==> src/rtl/serial_subtractor_ctrl_if.sv <==
// Operand/result handshake bundle for serial_subtractor_ctrl.
// The master side issues start with operands; the slave side reports busy/done and the difference.
interface serial_subtractor_ctrl_if #(
  parameter int WIDTH = 8
);
  logic             start;
  logic [WIDTH-1:0] a;
  logic [WIDTH-1:0] b;
  logic             busy;
  logic             done;
  logic [WIDTH-1:0] result;
  logic             borrow_out;

  modport master (
    output start, a, b,
    input  busy, done, result, borrow_out
  );

  modport slave (
    input  start, a, b,
    output busy, done, result, borrow_out
  );
endinterface

==> src/rtl/serial_subtractor_ctrl.sv <==
// Bit-serial WIDTH-bit subtractor: one full-subtractor cell walked LSB-first, borrow held in a flop.
// Define SERIAL_SUB_SAT_EN to clamp an underflowing result to zero (borrow_out still reports it).
module serial_subtractor_ctrl #(
  parameter int WIDTH = 8
) (
  input  logic                    clk,
  input  logic                    rst_n,
  serial_subtractor_ctrl_if.slave bus
);

  localparam int CW = (WIDTH > 2) ? $clog2(WIDTH) : 1;
  localparam logic [CW-1:0] LAST = CW'(WIDTH - 1);

  typedef enum logic [1:0] {
    IDLE = 2'd0,
    RUN  = 2'd1,
    DONE = 2'd2
  } state_t;

  state_t           state;
  state_t           state_next;
  logic             accept;
  logic             busy_c;
  logic             done_c;
  logic [WIDTH-1:0] a_sh;
  logic [WIDTH-1:0] b_sh;
  logic             bin;
  logic [CW-1:0]    count;
  logic [WIDTH-1:0] result_q;
  logic             borrow_q;
  logic             d;
  logic             bout;
  logic [WIDTH-1:0] diff_full;

  // Full-subtractor cell on the current LSBs of the operand shift registers.
  assign d    = a_sh[0] ^ b_sh[0] ^ bin;
  assign bout = (~a_sh[0] & b_sh[0]) | (~(a_sh[0] ^ b_sh[0]) & bin);

  // a_sh doubles as the difference accumulator: each difference bit enters at the MSB
  // as the consumed minuend bit leaves at the LSB.
  assign diff_full = {d, a_sh[WIDTH-1:1]};

  always_ff @(posedge clk or negedge rst_n) begin
    if (!rst_n) begin
      state <= IDLE;
    end else begin
      state <= state_next;
    end
  end

  always_comb begin
    state_next = state;
    accept     = 1'b0;
    busy_c     = 1'b0;
    done_c     = 1'b0;
    unique case (state)
      IDLE: begin
        if (bus.start) begin
          accept     = 1'b1;
          state_next = RUN;
        end
      end
      RUN: begin
        busy_c = 1'b1;
        if (count == LAST) begin
          state_next = DONE;
        end
      end
      DONE: begin
        done_c = 1'b1;
        if (bus.start) begin
          accept     = 1'b1;
          state_next = RUN;
        end else begin
          state_next = IDLE;
        end
      end
      default: state_next = IDLE;
    endcase
  end

  always_ff @(posedge clk or negedge rst_n) begin
    if (!rst_n) begin
      a_sh     <= '0;
      b_sh     <= '0;
      bin      <= 1'b0;
      count    <= '0;
      result_q <= '0;
      borrow_q <= 1'b0;
    end else if (accept) begin
      a_sh  <= bus.a;
      b_sh  <= bus.b;
      bin   <= 1'b0;
      count <= '0;
    end else if (state == RUN) begin
      a_sh  <= diff_full;
      b_sh  <= b_sh >> 1;
      bin   <= bout;
      count <= count + CW'(1);
      // Visible outputs change only on the edge that enters DONE.
      if (count == LAST) begin
        borrow_q <= bout;
`ifdef SERIAL_SUB_SAT_EN
        result_q <= bout ? '0 : diff_full;
`else
        result_q <= diff_full;
`endif
      end
    end
  end

  assign bus.busy       = busy_c;
  assign bus.done       = done_c;
  assign bus.result     = result_q;
  assign bus.borrow_out = borrow_q;

endmodule

==> src/flat_wrapper.sv <==
// flat-port wrapper written by rule: the top's interface ports become plain ports
module serial_subtractor_ctrl_flat 
#(
  parameter int WIDTH = 8
)
  (clk, rst_n, bus_start, bus_a, bus_b, bus_busy, bus_done, bus_result, bus_borrow_out);
  serial_subtractor_ctrl_if #(.WIDTH(WIDTH)) bus_i ();
  input  logic clk;
  input  logic rst_n;
  input wire logic [$bits(bus_i.start)-1:0] bus_start;
  input wire logic [$bits(bus_i.a)-1:0] bus_a;
  input wire logic [$bits(bus_i.b)-1:0] bus_b;
  output wire logic [$bits(bus_i.busy)-1:0] bus_busy;
  output wire logic [$bits(bus_i.done)-1:0] bus_done;
  output wire logic [$bits(bus_i.result)-1:0] bus_result;
  output wire logic [$bits(bus_i.borrow_out)-1:0] bus_borrow_out;
  assign bus_i.start = bus_start;
  assign bus_i.a = bus_a;
  assign bus_i.b = bus_b;
  assign bus_busy = bus_i.busy;
  assign bus_done = bus_i.done;
  assign bus_result = bus_i.result;
  assign bus_borrow_out = bus_i.borrow_out;
  serial_subtractor_ctrl #(.WIDTH(WIDTH)) u_core (.clk(clk), .rst_n(rst_n), .bus(bus_i));
endmodule
==> config.mk <==
export PLATFORM = sky130hd
export DESIGN_NAME = serial_subtractor_ctrl_flat
export DESIGN_NICKNAME = d
export VERILOG_FILES = /design/src/rtl/serial_subtractor_ctrl_if.sv /design/src/rtl/serial_subtractor_ctrl.sv /design/src/flat_wrapper.sv
export SDC_FILE = /design/constraint.sdc
export NUM_CORES = 1
export LEC_CHECK = 0
export BUFFER_PORTS_ARGS = -buffer_cell sky130_fd_sc_hd__buf_2
export CORE_ASPECT_RATIO = 1.4
export CORE_MARGIN = 8
export CORE_UTILIZATION = 57
export CTS_CLUSTER_DIAMETER = 50
export DETAILED_ROUTE_END_ITERATION = 16
export PLACE_DENSITY = 0.82
export RECOVER_POWER = 50
export SLEW_MARGIN = 20
export SYNTH_ARGS = -nofsm -noshare
export SYNTH_HDL_FRONTEND = slang
export SYNTH_SLANG_ARGS = --single-unit
==> constraint.sdc <==
create_clock -name clk -period 3.34 [get_ports clk]
set_input_delay 0 -clock clk [delete_from_list [all_inputs] [get_ports clk]]
set_output_delay 0 -clock clk [all_outputs]
set_load 0.03 [all_outputs]
==> run summary, run 1 <==
Outcome: finished, violations left
Failing checks: capacitance limit, slew limit
Pwr dens: 888.1 nW/um2
FMAX: 506.3 MHz
Placed Cells: 191
Leakage: 0.8422 nW
Ys flop type: dfrtp_1
Max VDD drop: 540.6 uV
Util after Layout: 0.7038
Commonest non-fill, non-tap cell in the layout: dfrtp_1
Unrepaired setup endpoints after global routing: false
Post-CTS Repair Setup Buffers: 0
Sink Count: 31
Fin crit share: 0.5914
Worst Min Path Start: bus_b[7]
EDFF count, synth: 0
Startpoint Class: flop
Via count: 1156
Crit Path Max Fanout: 27
Worst-Skew Late Latency: 0.33 ns
Initial core utilization: 0.5816
Simple-gate area share of the yosys netlist: 0.09244
Reg2reg setup slack: 1.36 ns
Number of hold buffers added after cts: 16
Share of cells above drive strength 1: 0.2067
Synth area leader: dfrtp_1
TritonCTS clock tree: yes
Yosys top cell area share: 0.5210
Xor/xnor share of the synthesized area: 0.005882
Total power: 1.600 mW
Synth Area in Compound Gates: 0.1765
Warnings from Yosys: 0
Top cells by area, synth: dfrtp_1, mux2i_1, a21oi_1
Wirelength per Cell: 13.81 um
Root Driver: clkbuf_4
Final hold vios: 0
Iteration-0 DRC Markers: 28
Area occupied by multi-input gates: 589.3 um2
I/O pins: 30
Post-route DRC: 0
Max-cap violations: 1
Slew headroom: -0.08030
All-Layer GR Usage: 0.1463
Final min period: 1.975 ns
Fin nets: 200
Clk slew on worst S/H paths: 0.09 ns
Worst clock skew: 0.008906 ns
Commonest non-fill, non-tap cells in the layout: dfrtp_1, buf_2, dlygate4sd3_1
Post-synthesis adder-cell area fraction: 0.03025
Cts bufs inserted: 5
Area grow syn2layout: 21.01%
Seq/Total Area, Yosys: 0.5210
Hold Crit Class: input port to flop
Total wire length after detailed routing: 2969 um
Grt ovf: 0
Syn Inst Count: 137
Critical R2R Capture: u_core.bus.result[6]
Die X: 59.20 um
Routability cong.: 0.7977
Core area: 2560 um2
Hold Path Depth: 3
Worst path required time: 3.56 ns
Final Max Tran Viols: 32
Number of gates resized after cts: 0
Hpwl dp: 2011 um
Largest net degree at the start of global routing: 32
Hold Path End: u_core.b_sh[7]
WP data arrival: 2.19 ns
IO Port Bufs: 29
Design area: 1802 um2
Largest family of logic cells by synthesized area: compound AO/OA/AOI/OAI gates
Setup TNS: 0 ns
Number of vias per cell: 5.377
Final worst setup slack: 1.365 ns
WHS: 0.01208 ns
Setup CP Type: flop to flop
Area after DPL: 1597 um2
Syn Nets: 159
Mux contribution to synthesized area: 0.09076
CP endpoint kind: flop
RR Startpoint: u_core.state[0]
Max Root-Sink Buffers: 2
Final setup vio count: 0
Synthesis-stage register bit count: 31
Area of the mapped netlist: 1489 um2
First-pass GRT wire length: 5299 um
Filler Cell Count: 206
Layout Cells excl Fill: 215
Die height: 76.48 um
Initial antenna violation count: 0
Avg Cell Area, Syn: 10.87 um2
Final ANT Viol Nets: 0
Rows: 22
ANT cells: 0
Async set-reset flop share out of synthesis: 1.000
Slew at the pin closest to its max-slew limit: 1.620 ns
Vias in the first global route: 1218
Router iterations before antenna repair: 4
Post-synth cell types: 26
Register area: 775.7 um2
Die area: 4527 um2
DP Worst Slack: 1.358 ns
H-tree depth: 2
Worst reg-to-reg path cell count: 2
[per-layer routing]
metal | vias to the layer above | share of wire | global-route usage
met1 | 554 | 0.41 | 0.1592
met4 | 0 | 0.024 | 0.07212
li1 | 554 | - | -
met2 | 38 | 0.50 | 0.2397
met5 | - | 0 | 0
met3 | 10 | 0.069 | 0.05068
[worst max-delay path: stages (launching register included)]
cell	delay [ns]
dfrtp_1	0.85
nand3b_1	0.57
mux2_2	0.45
[layout make-up]
cell class	count	share of cell area
clock buffer	5	0.02083
multi-input combinational	84	0.3271
sequential	31	0.4306
timing repair buffer	45	0.1653
clock inverter	3	0.008333
tap	36	0.02500
inverter	11	0.02292
[cells in the mapped netlist, types with 2 or more instances]
| master | instances |
|---|---|
| inv_1 | 11 |
| a211oi_1 | 8 |
| nand2_1 | 8 |
| ha_1 | 2 |
| clkbuf_1 | 3 |
| mux2i_1 | 9 |
| a21oi_1 | 14 |
| nor2b_1 | 7 |
| buf_6 | 5 |
| o21ai_0 | 10 |
| a22o_1 | 4 |
| mux2_2 | 4 |
| dfrtp_1 | 31 |
| o22ai_1 | 6 |
| nor2_1 | 2 |
| and2b_1 | 2 |
| buf_2 | 2 |
[kinds of logic after synthesis]
kind of cell             after synthesis
AO/OA/AOI/OAI                         43
flip-flops                            31
XOR/XNOR                               1
AND/OR/NAND/NOR                       24
multiplexers                          13
adder cells (fa/ha/maj)                3
buffers and inverters                 22
[how the worst max path moves through the flow]
stage,cells after the start,to,slack (ns),start
floorplan,5,u_core.bus.borrow_out,1.89,u_core.count[0]
global route,2,u_core.bus.result[6],1.15,u_core.state[0]
detailed placement,2,u_core.bus.result[6],1.36,u_core.state[0]
global placement,2,u_core.bus.result[6],1.45,u_core.state[0]
CTS,2,u_core.bus.result[6],1.35,u_core.state[0]
finish,2,u_core.bus.result[6],1.36,u_core.state[0]
[registers in the layout, indices dropped and copies added (netlist names)]
name / count
u_core.count: 3
u_core.bus.borrow_out: 1
u_core.bin: 1
u_core.b_sh: 8
u_core.a_sh: 8
u_core.bus.result: 8
u_core.state: 2
[power by group]
| group | switching (mW) | internal, mW | total, mW |
|---|---|---|---|
| Clock | 0.127 | 0.0782 | 0.205 |
| Combinational | 0.379 | 0.301 | 0.680 |
| Sequential | 0.156 | 0.559 | 0.715 |
| Total | 0.662 | 0.938 | 1.60 |
(Power assumes the default switching activity.)
==> run 2, diff against run 1 <==
- CORE_UTILIZATION: 57 -> 53
- PLACE_DENSITY: 0.82 -> 0.77
- clock period: 3.34 -> 2 ns (I/O delays scaled with it)
==> run 2 against run 1 <==
Count of clock-buffer cells in the layout grew 3. Largest power group is now combinational cells. Sequential share of layout area decreased by 0.94 points. The run now ends clean. Highest routed layer unchanged. Wire length grew 8.6%. Clock skew is 0.0025 ns lower.
==> run summary, run 2 (synthesis results as in run 1) <==
Final setup vio count: 0 (unchanged)
Fin crit share: 0.7881 (+0.1968)
Met3 Wirelength: 230 um (+12%)
IO Port Bufs: 29 (unchanged)
Grt ovf: 0 (unchanged)
Slew at the pin closest to its max-slew limit: 0.6799 ns (-0.9405 ns)
Post-CTS Repair Setup Buffers: 0 (unchanged)
Area grow syn2layout: 23.70%
Filler Cell Count: 217 (+5.3%)
Setup CP Type: flop to flop
Slew headroom: 0.5467 (+0.6270)
Router iterations before antenna repair: 4 (unchanged)
Initial core utilization: 0.5634 (-0.01818)
Core area: 2643 um2 (+3.2%)
TritonCTS clock tree: yes
Final ANT Viol Nets: 0 (unchanged)
Wirelength per Cell: 14.79 um (+7.1%)
Max-cap violations: 0 (-1)
Worst clock skew: 0.006436 ns (-0.002470 ns)
Worst Min Path Start: bus_a[7]
Metal1 wirelength: 1276 um (+5.5%)
CP endpoint kind: flop
Area occupied by multi-input gates: 589.3 um2 (unchanged)
Die area: 4785 um2 (+5.7%)
FMAX: 634.4 MHz (+25%)
Final hold vios: 0 (unchanged)
Pwr dens: 1520 nW/um2 (+71%)
Die height: 78.72 um (+2.9%)
Final min period: 1.576 ns (-0.3989 ns)
Leakage: 0.8632 nW (+2.5%)
Fin nets: 203 (+1.5%)
Via count: 1157 (+0.087%)
Rows: 22 (unchanged)
Share of cells above drive strength 1: 0.2198 (+0.01308)
Number of vias per cell: 5.307 (-1.3%)
ANT cells: 0 (unchanged)
Iteration-0 DRC Markers: 34 (+21%)
Max layer used: met4
Worst-Skew Late Latency: 0.33 ns (about the same)
RR Startpoint: u_core.count[0]
Hpwl dp: 2167 um (+7.7%)
I/O pins: 30 (unchanged)
Final Max Tran Viols: 0 (-100%)
Commonest non-fill, non-tap cell in the layout: dfrtp_1
Initial antenna violation count: 0 (unchanged)
Post-route DRC: 0 (unchanged)
Register area: 775.7 um2 (unchanged)
Util after Layout: 0.6970 (-0.006842)
All-Layer GR Usage: 0.1559 (+0.009586)
Routed wl met2: 1651 um (+12%)
Commonest non-fill, non-tap cells in the layout: dfrtp_1, buf_2, dlygate4sd3_1
Cts bufs inserted: 5 (unchanged)
H-tree depth: 2 (unchanged)
Outcome: complete, no violations
Setup TNS: 0 ns (unchanged)
Routability cong.: 0.8311 (+4.2%)
Die X: 60.80 um (+2.7%)
Max Root-Sink Buffers: 2 (unchanged)
Worst path required time: 2.22 ns (-1.34 ns)
Crit Path Max Fanout: 8 (-70%)
Clk slew on worst S/H paths: 0.09 ns (about the same)
Startpoint Class: flop
Total wire length after detailed routing: 3225 um (+8.6%)
Unrepaired setup endpoints after global routing: false
First-pass GRT wire length: 5664 um (+6.9%)
Sink Count: 31 (unchanged)
Root Driver: clkbuf_4
Vias in the first global route: 1311 (+7.6%)
Critical Path Start: u_core.count[0]
Largest net degree at the start of global routing: 32 (unchanged)
Max VDD drop: 874.7 uV (+62%)
Hold Crit Class: input port to flop
WP data arrival: 1.80 ns (-0.39 ns)
## run 2: cell count changes in the layout (fill, tap and decap cells not counted)
| cell | before | now |
|---|---|---|
| buf_4 | 0 | 3 |
| buf_2 | 23 | 24 |
| clkinv_2 | 3 | 0 |
| clkbuf_8 | 0 | 2 |
## run 2: area by class of cell
| cell class | instances | area share |
|---|---|---|
| Timing Repair Buffer | 48 | 0.1746 |
| Sequential cell | 31 | 0.4212 |
| Multi-Input combinational cell | 84 | 0.3200 |
| Tap cell | 36 | 0.02446 |
| Clock buffer | 8 | 0.03736 |
| Inverter | 11 | 0.02242 |
## run 2: critical path: stages (launching register included)
cell	delay, ns
dfrtp_1	0.42
ha_1	0.21
ha_1	0.19
nand3b_1	0.27
mux2_2	0.38
## run 2: through the flow
stage	power, mW	instance area (um2)	setup slack (ns)	hold slack, ns	std cells
2_1_floorplan	2.111	1489	0.5526	-0.2956	137
3_3_place_gp	2.326	1619	0.4910	0.06954	194
3_5_place_dp	2.389	1619	0.4263	0.08240	194
4_1_cts	2.838	1848	0.4152	0.0006926	218
5_1_grt	3.041	1842	0.3420	0.05243	218
6_report	2.799	1842	0.4237	0.02620	218
## run 2: where the power goes
part           leakage, nW  switching [mW]  internal (mW)
clock network       0.0386           0.206          0.207
registers            0.368           0.197          0.935
logic                0.457           0.730          0.525
## run 2: worst paths after layout
check / to / slack, ns / depth (start not counted)
min in group asynchronous: u_core.bin / 0.24 / 2
worst min register to register: u_core.bus.result[4] / 0.49 / 2
worst max-delay path: u_core.bus.result[6] / 0.42 / 4
worst min-delay path: u_core.a_sh[7] / 0.03 / 4
worst max register to register: u_core.bus.result[6] / 0.42 / 4
max in group asynchronous: u_core.a_sh[3] / 1.33 / 2
## run 2: routing by layer
| metal | up-vias | global-route usage |
|---|---|---|
| li1 | 564 | - |
| met1 | 549 | 0.1600 |
| met2 | 39 | 0.2749 |
| met3 | 5 | 0.04839 |
| met4 | 0 | 0.07026 |
| met5 | - | 0 |
## run 2: what timing repair did
item                       in CTS  in global routing
hold endpoints to repair       46                  0
setup endpoints to repair       0                  0
hold buffers                   16                  0
gates resized for setup         0                  0
